--- src/rtl/regfile_multiport.sv ---
`default_nettype none
// ============================================================================
// Module   : regfile_multiport
// Brief    : Parametrised multi-read, dual-write register file with same-cycle
//            write bypass and a per-register busy scoreboard.
// Revision : 1.0
// ============================================================================
module regfile_multiport #(
  parameter int DATA_W    = 16,
  parameter int NUM_REGS  = 16,
  parameter int ADDR_W    = 4,
  parameter int NUM_RD    = 2,
  parameter int BYPASS    = 1,
  parameter int ZERO_REG0 = 1
) (
  input  logic                     clk,
  input  logic                     rst,
  input  logic [NUM_RD*ADDR_W-1:0] rd_addr,
  output logic [NUM_RD*DATA_W-1:0] rd_data,
  output logic [NUM_RD-1:0]        rd_busy,
  input  logic                     wr0_en,
  input  logic [ADDR_W-1:0]        wr0_addr,
  input  logic [DATA_W-1:0]        wr0_data,
  input  logic                     wr1_en,
  input  logic [ADDR_W-1:0]        wr1_addr,
  input  logic [DATA_W-1:0]        wr1_data,
  input  logic                     rsv_en,
  input  logic [ADDR_W-1:0]        rsv_addr,
  output logic [NUM_REGS-1:0]      busy,
  output logic                     wr_conflict
);

  localparam bit HARD_ZERO  = (ZERO_REG0 != 0);
  localparam bit USE_BYPASS = (BYPASS != 0);

  logic [DATA_W-1:0] regs [NUM_REGS];
  logic              same_idx;

  generate
    for (genvar i = 0; i < NUM_REGS; i++) begin : g_reg
      if (HARD_ZERO && i == 0) begin : g_zero
        assign regs[i] = '0;
        assign busy[i] = 1'b0;
      end else begin : g_live
        logic [DATA_W-1:0] q;
        logic              b;
        logic              hit0;
        logic              hit1;
        logic              hitr;

        assign hit0 = wr0_en && (wr0_addr == ADDR_W'(i));
        assign hit1 = wr1_en && (wr1_addr == ADDR_W'(i));
        assign hitr = rsv_en && (rsv_addr == ADDR_W'(i));

        // wr1 beats wr0 on a shared index; a reservation beats any write clear.
        always_ff @(posedge clk or negedge rst) begin
          if (!rst) begin
            q <= '0;
            b <= 1'b0;
          end else begin
            if (hit1)      q <= wr1_data;
            else if (hit0) q <= wr0_data;
            if (hitr)              b <= 1'b1;
            else if (hit0 || hit1) b <= 1'b0;
          end
        end

        assign regs[i] = q;
        assign busy[i] = b;
      end
    end
  endgenerate

  assign same_idx = wr0_en && wr1_en && (wr0_addr == wr1_addr) &&
                    !(HARD_ZERO && (wr0_addr == '0));

  always_ff @(posedge clk or negedge rst) begin
    if (!rst) wr_conflict <= 1'b0;
    else      wr_conflict <= same_idx;
  end

  generate
    for (genvar k = 0; k < NUM_RD; k++) begin : g_rd
      logic [ADDR_W-1:0] a;
      logic [DATA_W-1:0] d;
      logic              bz;
      logic              w0h;
      logic              w1h;
      logic              rh;

      assign a   = rd_addr[k*ADDR_W +: ADDR_W];
      assign w0h = wr0_en && (wr0_addr == a);
      assign w1h = wr1_en && (wr1_addr == a);
      assign rh  = rsv_en && (rsv_addr == a);

      // Reset and the hardwired zero register override everything, bypass included.
      always_comb begin
        d  = regs[a];
        bz = busy[a];
        if (USE_BYPASS) begin
          if (w1h)      d = wr1_data;
          else if (w0h) d = wr0_data;
          if ((w0h || w1h) && !rh) bz = 1'b0;
        end
        if (!rst || (HARD_ZERO && (a == '0))) begin
          d  = '0;
          bz = 1'b0;
        end
      end

      assign rd_data[k*DATA_W +: DATA_W] = d;
      assign rd_busy[k]                  = bz;
    end
  endgenerate

endmodule
`default_nettype wire

--- config.mk ---
export PLATFORM = sky130hd
export DESIGN_NAME = regfile_multiport
export DESIGN_NICKNAME = d
export VERILOG_FILES = /design/src/rtl/regfile_multiport.sv
export SDC_FILE = /design/constraint.sdc
export NUM_CORES = 1
export LEC_CHECK = 0
export CAP_MARGIN = 20
export CORE_AREA = 5 5 177 179
export CTS_CLUSTER_SIZE = 12
export DETAILED_ROUTE_END_ITERATION = 8
export DIE_AREA = 0 0 182 184
export HOLD_SLACK_MARGIN = 0.05
export PLACE_DENSITY = 0.8
export SYNTH_ARGS = -nofsm -noshare
export SYNTH_HDL_FRONTEND = slang
export SYNTH_SLANG_ARGS = --single-unit
--- constraint.sdc ---
create_clock -name clk -period 3.3 [get_ports clk]
set_input_delay 0.66 -clock clk [delete_from_list [all_inputs] [get_ports clk]]
set_output_delay 0.66 -clock clk [all_outputs]
set_load 0.02 [all_outputs]
==> results of run 1 <==
-- registers in the layout, summed over array words and instances, names as in the netlist --
signal / cells
g.g_live.q: 240
wr_conflict: 1
g.g_live.b: 15
-- area by class of cell --
cell class	instances	area (sq um)	area share
well taps	390	488	0.0234
multi-input cells	1324	9930	0.475
clock buffers	46	900	0.0431
flip-flops and latches	256	6410	0.307
inverters	20	75.1	0.00359
repair buffers	332	3050	0.146
clock inverters	4	48.8	0.00234
-- layout by cell type, fill, tap and decap left out, types with 4 or more instances in the layout --
master / n
nand2_1: 112
mux4_1: 13
xor2_1: 20
o21ai_1: 15
and3_1: 5
buf_12: 32
a221oi_2: 9
dlygate4sd2_1: 5
dlymetal6s2s_1: 5
buf_4: 193
nor2_4: 7
a32o_1: 5
mux2_2: 65
xnor2_1: 7
nand3_1: 5
or3_1: 4
buf_2: 28
nor2b_1: 20
clkbuf_2: 4
clkbuf_16: 29
o21ai_0: 105
clkbuf_8: 11
clkbuf_1: 6
mux2i_1: 161
nor2_1: 277
clkdlybuf4s50_1: 55
dfrtp_1: 256
a221oi_1: 37
nand2b_1: 4
a311oi_1: 13
inv_1: 20
a21oi_1: 273
nor3_1: 32
mux4_2: 91
-- how the worst min path moves through the flow --
stage	slack, ns	start	to
finish	0.49	rst	g_reg[5].g_live.q[14]
global route	0.49	rst	g_reg[3].g_live.q[14]
CTS	0.47	rst	g_reg[5].g_live.q[14]
detailed placement	0.46	rst	g_reg[5].g_live.q[14]
global placement	0.46	rst	g_reg[5].g_live.q[14]
floorplan	0.36	rst	g_reg[10].g_live.b
-- repair_timing --
item,CTS,global route
pin swaps,4,4
hold buffers,1,0
setup endpoints to repair,34,18
endpoints found under the hold margin,3,0
buffers inserted,1,1
resized for setup,148,18
-- cell families (layout without fill, tap and decap cells) --
logic type,Yosys count,count (layout),share of synthesized area
AO/OA/AOI/OAI,472,472,0.157
other,1,1,0.000214
buffers and inverters,243,402,0.0700
AND/OR/NAND/NOR,494,494,0.123
flip-flops,256,256,0.366
multiplexers,330,330,0.270
XOR/XNOR,27,27,0.0135
-- layer usage --
layer / global-route usage / part of all wire / vias up
met5: 0 / 0 / -
met4: 0.216 / 0.069 / 0
met3: 0.124 / 0.15 / 301
met2: 0.557 / 0.42 / 1381
met1: 0.502 / 0.36 / 7834
li1: - / - / 6826
-- power by group through the flow --
stage	sequential, W	clock (W)	combinational, W
after floorplan	0.00436	0	0.00235
after detailed placement	0.00460	0	0.00337
after global routing	0.00467	0.00339	0.00366
final	0.00460	0.00325	0.00341
after global placement	0.00453	0	0.00326
after CTS	0.00456	0.00325	0.00335
-- per-stage QoR --
step | cell area (sq um) | setup WS, ns | TNS (ns) | util
after floorplan | 17500 | 0.296 | 0 | -
after global placement | 19900 | -0.499 | -13.58 | 0.678
after detailed placement | 19900 | -0.539 | -15.07 | 0.678
after CTS | 20800 | 0.0179 | 0 | 0.708
after global routing | 20900 | 0.00420 | 0 | 0.711
final | 20900 | 0.0432 | 0 | 0.711
==> metrics.md, run 1 <==
| Metric | Value |
|---|---|
| Post-layout minimum cycle time | `3.26 ns` |
| Clk sinks | `256` |
| First-pass GRT wire length | `97900 um` |
| Total track usage | `0.380` |
| Top-count cell post-synth | `nor2_1` |
| Die width | `182 um` |
| Peak VDD IR | `0.323 mV` |
| P_sw | `0.00361 W` |
| Post-synth EDFFs | `0` |
| Netlist area before placement | `17500 sq um` |
| Power, Total | `0.0113 W` |
| Initial core utilization | `0.596` |
| Int Pwr | `0.00764 W` |
| Worst reg-to-reg setup slack | `2.43 ns` |
| YS warnings | `0` |
| CP endpoint | `rd_busy[1]` |
| Post-Synthesis Cells | `1823` |
| Avg Inst Size Synth | `9.60 sq um` |
| Crit path arrival time | `2.60 ns` |
| Buf/Inv on CP | `4` |
| Syn nets | `1880` |
| Most frequent cells after synthesis | `278 x nor2_1, 273 x a21oi_1, 256 x dfrtp_1` |
| Slowest-stage cell, CP | `mux4_2` |
| Site row count | `63` |
| Combinational group share of total power | `0.303` |
| Endpoints failing hold | `0` |
| CTS Buf Count | `28` |
| Core area | `29400 sq um` |
| CTS Root Buffer Type | `clkbuf_16` |
| Final Setup Violations | `0` |
| TritonRoute pass-1 iters | `5` |
| Synth Register Bits | `256` |
| Antenna violations before repair | `0` |
| Leakage | `8.47 nW` |
| DR vias | `16300` |
| CP top delay family | `buffers and inverters` |
| Max frequency | `307 MHz` |
| Clk slew on worst S/H paths | `0.06 ns` |
| Yosys cell types | `49` |
| CTS tree | `done` |
| Worst min-delay path category | `in -> async` |
| Worst-Margin Slew | `0.877 ns` |
| Launch point of the worst reg-to-reg path | `g_reg[10].g_live.q[13]` |
| Via/cell ratio | `6.89` |
| DR DRC count | `0` |
| Status | `finished, final reports clean` |
| Vias in the first global route | `16300` |
| Crit. Startpoint | `rd_addr[5]` |
| Layout filler cell count | `2137` |
| Synth top area cells | `dfrtp_1 37%, mux4_2 12%, mux2i_1 9.2%` |
| Worst path max stage delay | `0.48 ns` |
| Power Dens Cells | `539 nW/um^2` |
| GRT overflow | `0` |
| Switch share | `0.321` |
| CP Class | `in -> out` |
| Top cell by count, worst path | `mux4_2` |
| DP HPWL | `43900 um` |
| Slew margin rel. | `0.415` |
| Post-synth ARST share | `1.00` |
| Clk Latency, worst-skew pair | `0.56 ns` |
| # diodes | `0` |
| Routed len/inst | `27.2 um` |
| H-tree Lvls | `1` |
| Worst R2R End | `g_reg[10].g_live.q[13]` |
| Worst setup SP type | `input port` |
| P&R area growth vs syn | `19.3%` |
| CTS max path bufs | `3` |
| Global placer's final weighted congestion | `1.06` |
| Reg2Reg Depth | `2` |
| Fin Hold WS | `0.486 ns` |
| Routed Wire Length | `64400 um` |
| Iteration-0 DRC count of the detailed router | `2333` |
| Sequential power share | `0.408` |
| Die ar. | `33500 sq um` |
| Critical Path Fanout Max | `17` |
| Largest net degree at the start of global routing | `82` |
| Post-synthesis sequential area ratio | `0.366` |
| Cell type with the largest total area after synthesis | `dfrtp_1` |
| Top-area cell type share of the netlist area | `0.366` |
| Fin Clk Skew | `0 ns` |
| Boundary pin count | `108` |
| Post-synth top flop | `dfrtp_1` |
| Cell Count, Final, Fillers Out | `2372` |
| Critical Path Sink Type | `output pin` |
| Fin crit share | `0.987` |
| Max Cap Violations | `0` |
| Layout cells sized above 1 | `0.254` |
| CP Cell Sequence | `buf_2 > buf_12 > buf_4 > mux4_2 > mux4_2 > o211a_1 > dlygate4sd2_1` |
| Antenna-violating nets left | `0` |
| RSZ-0062 raised after global routing | `no` |
| Count of input and output buffers | `106` |
| # placed instances | `2317` |
| Worst path depth | `7` |
| Final Max Slew Viols | `0` |
| Worst Path Required | `2.64 ns` |
| Fin nets | `2019` |
| Clock Power Share | `0.289` |
| Die Y | `184 um` |
No activity file was read; power rests on OpenSTA's default activity.
==> inputs of run 2 (changes only) <==
CAP_MARGIN = 0   (was 20)
==> metrics.md, run 2 (synthesis gave the netlist of run 1 again) <==
| Metric | Value |
|---|---|
| Buf/Inv on CP | `4 (unchanged)` |
| Count of input and output buffers | `106 (unchanged)` |
| P_sw | `0.00359 W (-0.47%)` |
| Initial core utilization | `0.596 (unchanged)` |
| Worst-Margin Slew | `1.04 ns (+0.164 ns)` |
| Crit path arrival time | `2.60 ns (about the same)` |
| P&R area growth vs syn | `19.0%` |
| Uppermost layer routed | `met4` |
| Fin Clk Skew | `0 ns (unchanged)` |
| Site row count | `63 (unchanged)` |
| Clk Latency, worst-skew pair | `0.55 ns (about the same)` |
| Largest regs | `g.g_live.q (240), g.g_live.b (15), wr_conflict (1)` |
| H-tree Lvls | `1 (unchanged)` |
| Final Max Slew Viols | `0 (unchanged)` |
| Boundary pin count | `108 (unchanged)` |
| Core area | `29400 sq um (unchanged)` |
| DP HPWL | `43900 um (unchanged)` |
| Wl on met1 | `23100 um (-0.44%)` |
| Antenna-violating nets left | `0 (unchanged)` |
| Int Pwr | `0.00763 W (about the same)` |
| Clock Power Share | `0.288 (about the same)` |
| Worst min-delay path category | `in -> async` |
| CP Class | `in -> out` |
| Peak VDD IR | `0.353 mV (+9.3%)` |
| Top reg by flops | `g.g_live.q` |
| DR vias | `16300 (-0.51%)` |
| Most frequent cells in the layout | `277 x nor2_1, 273 x a21oi_1, 256 x dfrtp_1, 193 x buf_4, 161 x mux2i_1` |
| Routed len/inst | `27.1 um (-0.31%)` |
| Largest net degree at the start of global routing | `82 (unchanged)` |
| Critical Path Sink Type | `output pin` |
| DR DRC count | `0 (unchanged)` |
| GRT overflow | `0 (unchanged)` |
| Slew margin rel. | `0.306 (-0.109)` |
| Die width | `182 um (unchanged)` |
| TritonRoute pass-1 iters | `6 (+1)` |
| Reg area | `6410 sq um (unchanged)` |
| Iteration-0 DRC count of the detailed router | `2204 (-5.5%)` |
| First-pass GRT wire length | `97900 um (unchanged)` |
| Clk slew on worst S/H paths | `0.06 ns (about the same)` |
| Post-layout minimum cycle time | `3.26 ns (+0.00383 ns)` |
| Max Cap Violations | `0 (unchanged)` |
| Most common cell after layout, fill and taps aside | `nor2_1` |
| Setup TNS | `0 ns (unchanged)` |
| Antenna violations before repair | `0 (unchanged)` |
| CP Cell Sequence | `buf_2 > buf_12 > buf_4 > mux4_2 > mux4_2 > o211a_1 > dlygate4sd2_1` |
| Leakage | `8.44 nW (-0.30%)` |
| Status | `finished, final reports clean` |
| # diodes | `0 (unchanged)` |
| Worst setup SP type | `input port` |
| Switch share | `0.320 (-0.000832)` |
| Fin nets | `2017 (-0.099%)` |
| Die Y | `184 um (unchanged)` |
| CP top delay family | `buffers and inverters` |
| Via/cell ratio | `6.86 (-0.43%)` |
| Global placer's final weighted congestion | `1.06 (unchanged)` |
| RSZ-0062 raised after global routing | `no` |
| CTS Buf Count | `28 (unchanged)` |
| Multi-input logic area | `9930 sq um (unchanged)` |
| Fin crit share | `0.988 (+0.00116)` |
| Die ar. | `33500 sq um (unchanged)` |
| Total track usage | `0.380 (unchanged)` |
| Routed Wire Length | `64200 um (-0.39%)` |
| Top cell by count, worst path | `mux4_2` |
| Wire length on met2 | `27100 um (-0.30%)` |
| Final core occ | `0.709 (-0.00187)` |
| Placed inst area | `19900 sq um (unchanged)` |
| Critical Path Fanout Max | `17 (unchanged)` |
| Worst path max stage delay | `0.48 ns (about the same)` |
| Max frequency | `307 MHz (-0.12%)` |
| Max reg flops | `240 (unchanged)` |
| Endpoints failing hold | `0 (unchanged)` |
| Final Setup Violations | `0 (unchanged)` |
| Worst Path Required | `2.64 ns (about the same)` |
| Clk sinks | `256 (unchanged)` |
| Crit. Startpoint | `rd_addr[5]` |
| Layout filler cell count | `2149 (+0.56%)` |
| Vias in the first global route | `16300 (unchanged)` |
| CTS tree | `done` |
| Launch point of the worst reg-to-reg path | `g_reg[2].g_live.b` |
| Sequential power share | `0.409 (about the same)` |
| CTS max path bufs | `3 (unchanged)` |
| CTS Root Buffer Type | `clkbuf_16` |
| Combinational group share of total power | `0.303 (about the same)` |
| Layout cells sized above 1 | `0.253 (-0.000754)` |
| Power Dens Cells | `539 nW/um^2 (about the same)` |
| Slowest-stage cell, CP | `mux4_2` |
| Design area | `20800 sq um (-0.26%)` |
| DR WL met3 | `9530 um (-0.97%)` |
==> run 2: cell count changes in the layout (fill, tap and decap cells not counted), sizes merged <==
cell	before	now
buf	258	256
==> run 2: power by group through the flow <==
stage	Combinational (W)	Clock, W	Sequential [W]
finish	0.00340	0.00324	0.00459
global route	0.00365	0.00339	0.00467
CTS	0.00335	0.00325	0.00456
detailed placement	0.00337	0	0.00460
global placement	0.00326	0	0.00453
floorplan	0.00235	0	0.00436
==> run 2: stage by stage <==
step           total power, W  cells  hold WS (ns)  setup WS (ns)
3_5_place_dp          0.00797   2317         0.457         -0.539
2_1_floorplan         0.00671   1823         0.364          0.296
3_3_place_gp          0.00778   2317         0.457         -0.499
4_1_cts                0.0112   2369         0.469         0.0179
6_report               0.0112   2370         0.485         0.0394
5_1_grt                0.0117   2370         0.489        0.00420
==> run 2: final timing paths <==
kind | to | slack (ns) | depth (start not counted)
max | rd_busy[1] | 0.04 | 7
min | g_reg[5].g_live.q[14] | 0.49 | 2
max reg2reg | g_reg[2].g_live.b | 2.46 | 1
min reg2reg | g_reg[4].g_live.q[13] | 0.57 | 2
max in group asynchronous | g_reg[12].g_live.q[4] | 1.11 | 4
min in group clk | g_reg[4].g_live.q[13] | 0.57 | 2
==> run 2: cell type report <==
type                       instances  share of cell area
clock buffer                      46              0.0432
clock inverter                     4             0.00234
inverter                          20             0.00360
multi-input combinational       1324               0.476
sequential                       256               0.307
tap                              390              0.0234
timing repair buffer             330               0.144
==> run 2: what timing repair did <==
item | 4_1_cts | 5_1_grt
setup buffers | 1 | 1
hold buffers | 1 | 0
pin swaps | 4 | 4
setup endpoints to repair | 34 | 18
endpoints found under the hold margin | 3 | 0
gates resized for setup | 148 | 18
==> run 2: metal layers <==
metal  GRT usage  vias to the layer above
li1            -                     6827
met1       0.502                     7814
met2       0.557                     1332
met3       0.124                      285
met4       0.216                        0
met5           0                        -
==> inputs of run 3 (changes only) <==
CORE_AREA = 5 5 185 187   (was 5 5 177 179)
DIE_AREA = 0 0 190 192   (was 0 0 182 184)
PLACE_DENSITY = 0.74   (was 0.8)
==> metrics.md, run 3 (synthesis gave the netlist of run 1 again) <==
| Metric | Value |
|---|---|
| Most common cell after layout, fill and taps aside | `nor2_1` |
| Met1 usage | `0.493 (-0.00896)` |
| Initial core utilization | `0.542 (-0.0532)` |
| Worst min-delay path category | `in -> async` |
| Routed Wire Length | `65500 um (+2.1%)` |
| Max Cap Violations | `0 (unchanged)` |
| Worst path max stage delay | `0.61 ns (+0.13 ns)` |
| Most frequent cells in the layout | `277 x nor2_1, 272 x a21oi_1, 256 x dfrtp_1, 191 x buf_4, 161 x mux2i_1` |
| Critical Path Fanout Max | `15 (-2)` |
| Hold-fix buffers at CTS | `0 (-1)` |
| # diodes | `0 (unchanged)` |
| Fin Clk Skew | `0 ns (unchanged)` |
| Slew margin rel. | `0.376 (+0.0696)` |
| Crit. Startpoint | `rd_addr[0]` |
| Die ar. | `36500 sq um (+8.9%)` |
| # placed instances | `2363 (+2.0%)` |
| CTS tree | `done` |
| Vias in the first global route | `16100 (-0.96%)` |
| Placed inst area | `20000 sq um (+0.18%)` |
| Endpoints failing hold | `0 (unchanged)` |
| Fin crit share | `0.993 (+0.00481)` |
| P&R area growth vs syn | `20.9%` |
| Status | `finished, final reports clean` |
| RSZ-0062 raised after global routing | `no` |
| Die Y | `192 um (+4.3%)` |
| Routed len/inst | `27.1 um (about the same)` |
| Die width | `190 um (+4.4%)` |
| Count of input and output buffers | `106 (unchanged)` |
| Fin nets | `2015 (-0.099%)` |
| Crit path arrival time | `2.62 ns (+0.02 ns)` |
| Setup WS post-layout | `0.0236 ns (-0.0159 ns)` |
| Leakage | `8.51 nW (+0.86%)` |
| Global placer's final weighted congestion | `1.07 (+0.50%)` |
| Top reg by flops | `g.g_live.q` |
| DR vias | `16200 (-0.20%)` |
| Core area | `32300 sq um (+9.8%)` |
| Final Max Slew Viols | `0 (unchanged)` |
| Max frequency | `305 MHz (-0.48%)` |
| Clk sinks | `256 (unchanged)` |
| GRT overflow | `0 (unchanged)` |
| Worst Path Required | `2.64 ns (about the same)` |
| Antenna violations before repair | `0 (unchanged)` |
| Layout cells sized above 1 | `0.263 (+0.00960)` |
| Layout filler cell count | `2554 (+19%)` |
| First-pass GRT wire length | `99000 um (+1.0%)` |
| CP Class | `in -> out` |
| Max reg flops | `240 (unchanged)` |
| Pre-CTS setup slack | `-0.501 ns (+0.0382 ns)` |
| Cell Count, Final, Fillers Out | `2422 (+2.2%)` |
| Slowest-stage cell, CP | `mux4_1` |
| Met3 GRT Util | `0.0923 (-0.0315)` |
| Met2 Use GR | `0.522 (-0.0347)` |
| Site row count | `66 (+4.8%)` |
| Largest net degree at the start of global routing | `136 (+66%)` |
| Post-layout minimum cycle time | `3.28 ns (+0.0159 ns)` |
| DR DRC count | `0 (unchanged)` |
| Peak VDD IR | `0.383 mV (+8.5%)` |
| CTS Root Buffer Type | `clkbuf_16` |
| Largest regs | `g.g_live.q (240), g.g_live.b (15), wr_conflict (1)` |
| DP HPWL | `44100 um (+0.56%)` |
| Critical Path Sink Type | `output pin` |
| Worst setup SP type | `input port` |
| H-tree Lvls | `1 (unchanged)` |
| Worst-Margin Slew | `0.936 ns (-0.104 ns)` |
| Launch point of the worst reg-to-reg path | `g_reg[14].g_live.q[15]` |
| CTS Buf Count | `29 (+3.6%)` |
| Global routing's busiest layer | `met2` |
| CTS max path bufs | `3 (unchanged)` |
| TritonRoute pass-1 iters | `6 (unchanged)` |
| Iteration-0 DRC count of the detailed router | `2569 (+17%)` |
| Power, Total | `0.0114 W (+1.7%)` |
| Setup TNS | `0 ns (unchanged)` |
| Clk Latency, worst-skew pair | `0.54 ns (about the same)` |
| Design area | `21200 sq um (+1.5%)` |
| Top cell by count, worst path | `buf_4` |
| Boundary pin count | `108 (unchanged)` |
| Clk slew on worst S/H paths | `0.06 ns (about the same)` |
| CP Cell Sequence | `buf_2 > buf_4 > mux4_1 > nor2b_1 > nor3_1 > a21oi_1 > buf_4 > a221oi_4 > buf_6` |
| Antenna-violating nets left | `0 (unchanged)` |
| Power Dens Cells | `540 nW/um^2 (+0.13%)` |
| Via/cell ratio | `6.70 (-2.3%)` |
| Total track usage | `0.356 (-0.0243)` |
| Final Setup Violations | `0 (unchanged)` |
## run 3: path summary, 6_finish.rpt
path | to | slack, ns | cells past startpoint
setup / recovery | rd_data[11] | 0.02 | 9
hold reg to reg | g_reg[9].g_live.b | 0.57 | 2
max in group asynchronous | g_reg[4].g_live.q[6] | 1.52 | 3
min in group clk | g_reg[9].g_live.b | 0.57 | 2
hold / removal | g_reg[5].g_live.q[10] | 0.28 | 2
setup reg to reg | g_reg[14].g_live.q[15] | 2.47 | 2
## run 3: repair_timing
action / CTS / global route
pin swaps: 4 / 5
endpoints found under the hold margin: 0 / 0
resized for setup: 158 / 35
gates cloned: 1 / 1
buffers inserted: 4 / 0
endpoints found under the setup margin: 34 / 33
## run 3: power breakdown
part           internal [W]  switching [W]
Clock               0.00204        0.00135
Sequential          0.00393       0.000662
Combinational       0.00181        0.00163
Total               0.00778        0.00364
## run 3: area by class of cell
type	instances	area (sq um)	area share
Inverter	20	75.1	0.00355
Tap cell	442	553	0.0261
Timing Repair Buffer	327	3060	0.144
Multi-Input combinational cell	1324	10100	0.476
Clock inverter	8	120	0.00568
Clock buffer	45	876	0.0414
Sequential cell	256	6410	0.303
## run 3: critical path, delay by kind of cell
kind / cells / cell delay [ns]
buffers and inverters: 4 / 0.83
multiplexers: 1 / 0.61
AO/OA/AOI/OAI: 2 / 0.30
AND/OR/NAND/NOR: 2 / 0.20
## run 3: per-stage QoR
| step | hold slack [ns] | utilization |
|---|---|---|
| 3_3_place_gp | 0.535 | 0.619 |
| 3_5_place_dp | 0.556 | 0.619 |
| 5_1_grt | 0.318 | 0.655 |
| 4_1_cts | 0.283 | 0.652 |
| 2_1_floorplan | 0.364 | - |
| 6_report | 0.283 | 0.655 |
## run 3: per-layer routing
metal | vias up | wire length [um]
li1 | 6848 | -
met1 | 7784 | 24800
met2 | 1345 | 27500
met3 | 248 | 9240
met4 | 0 | 4040
met5 | - | 0
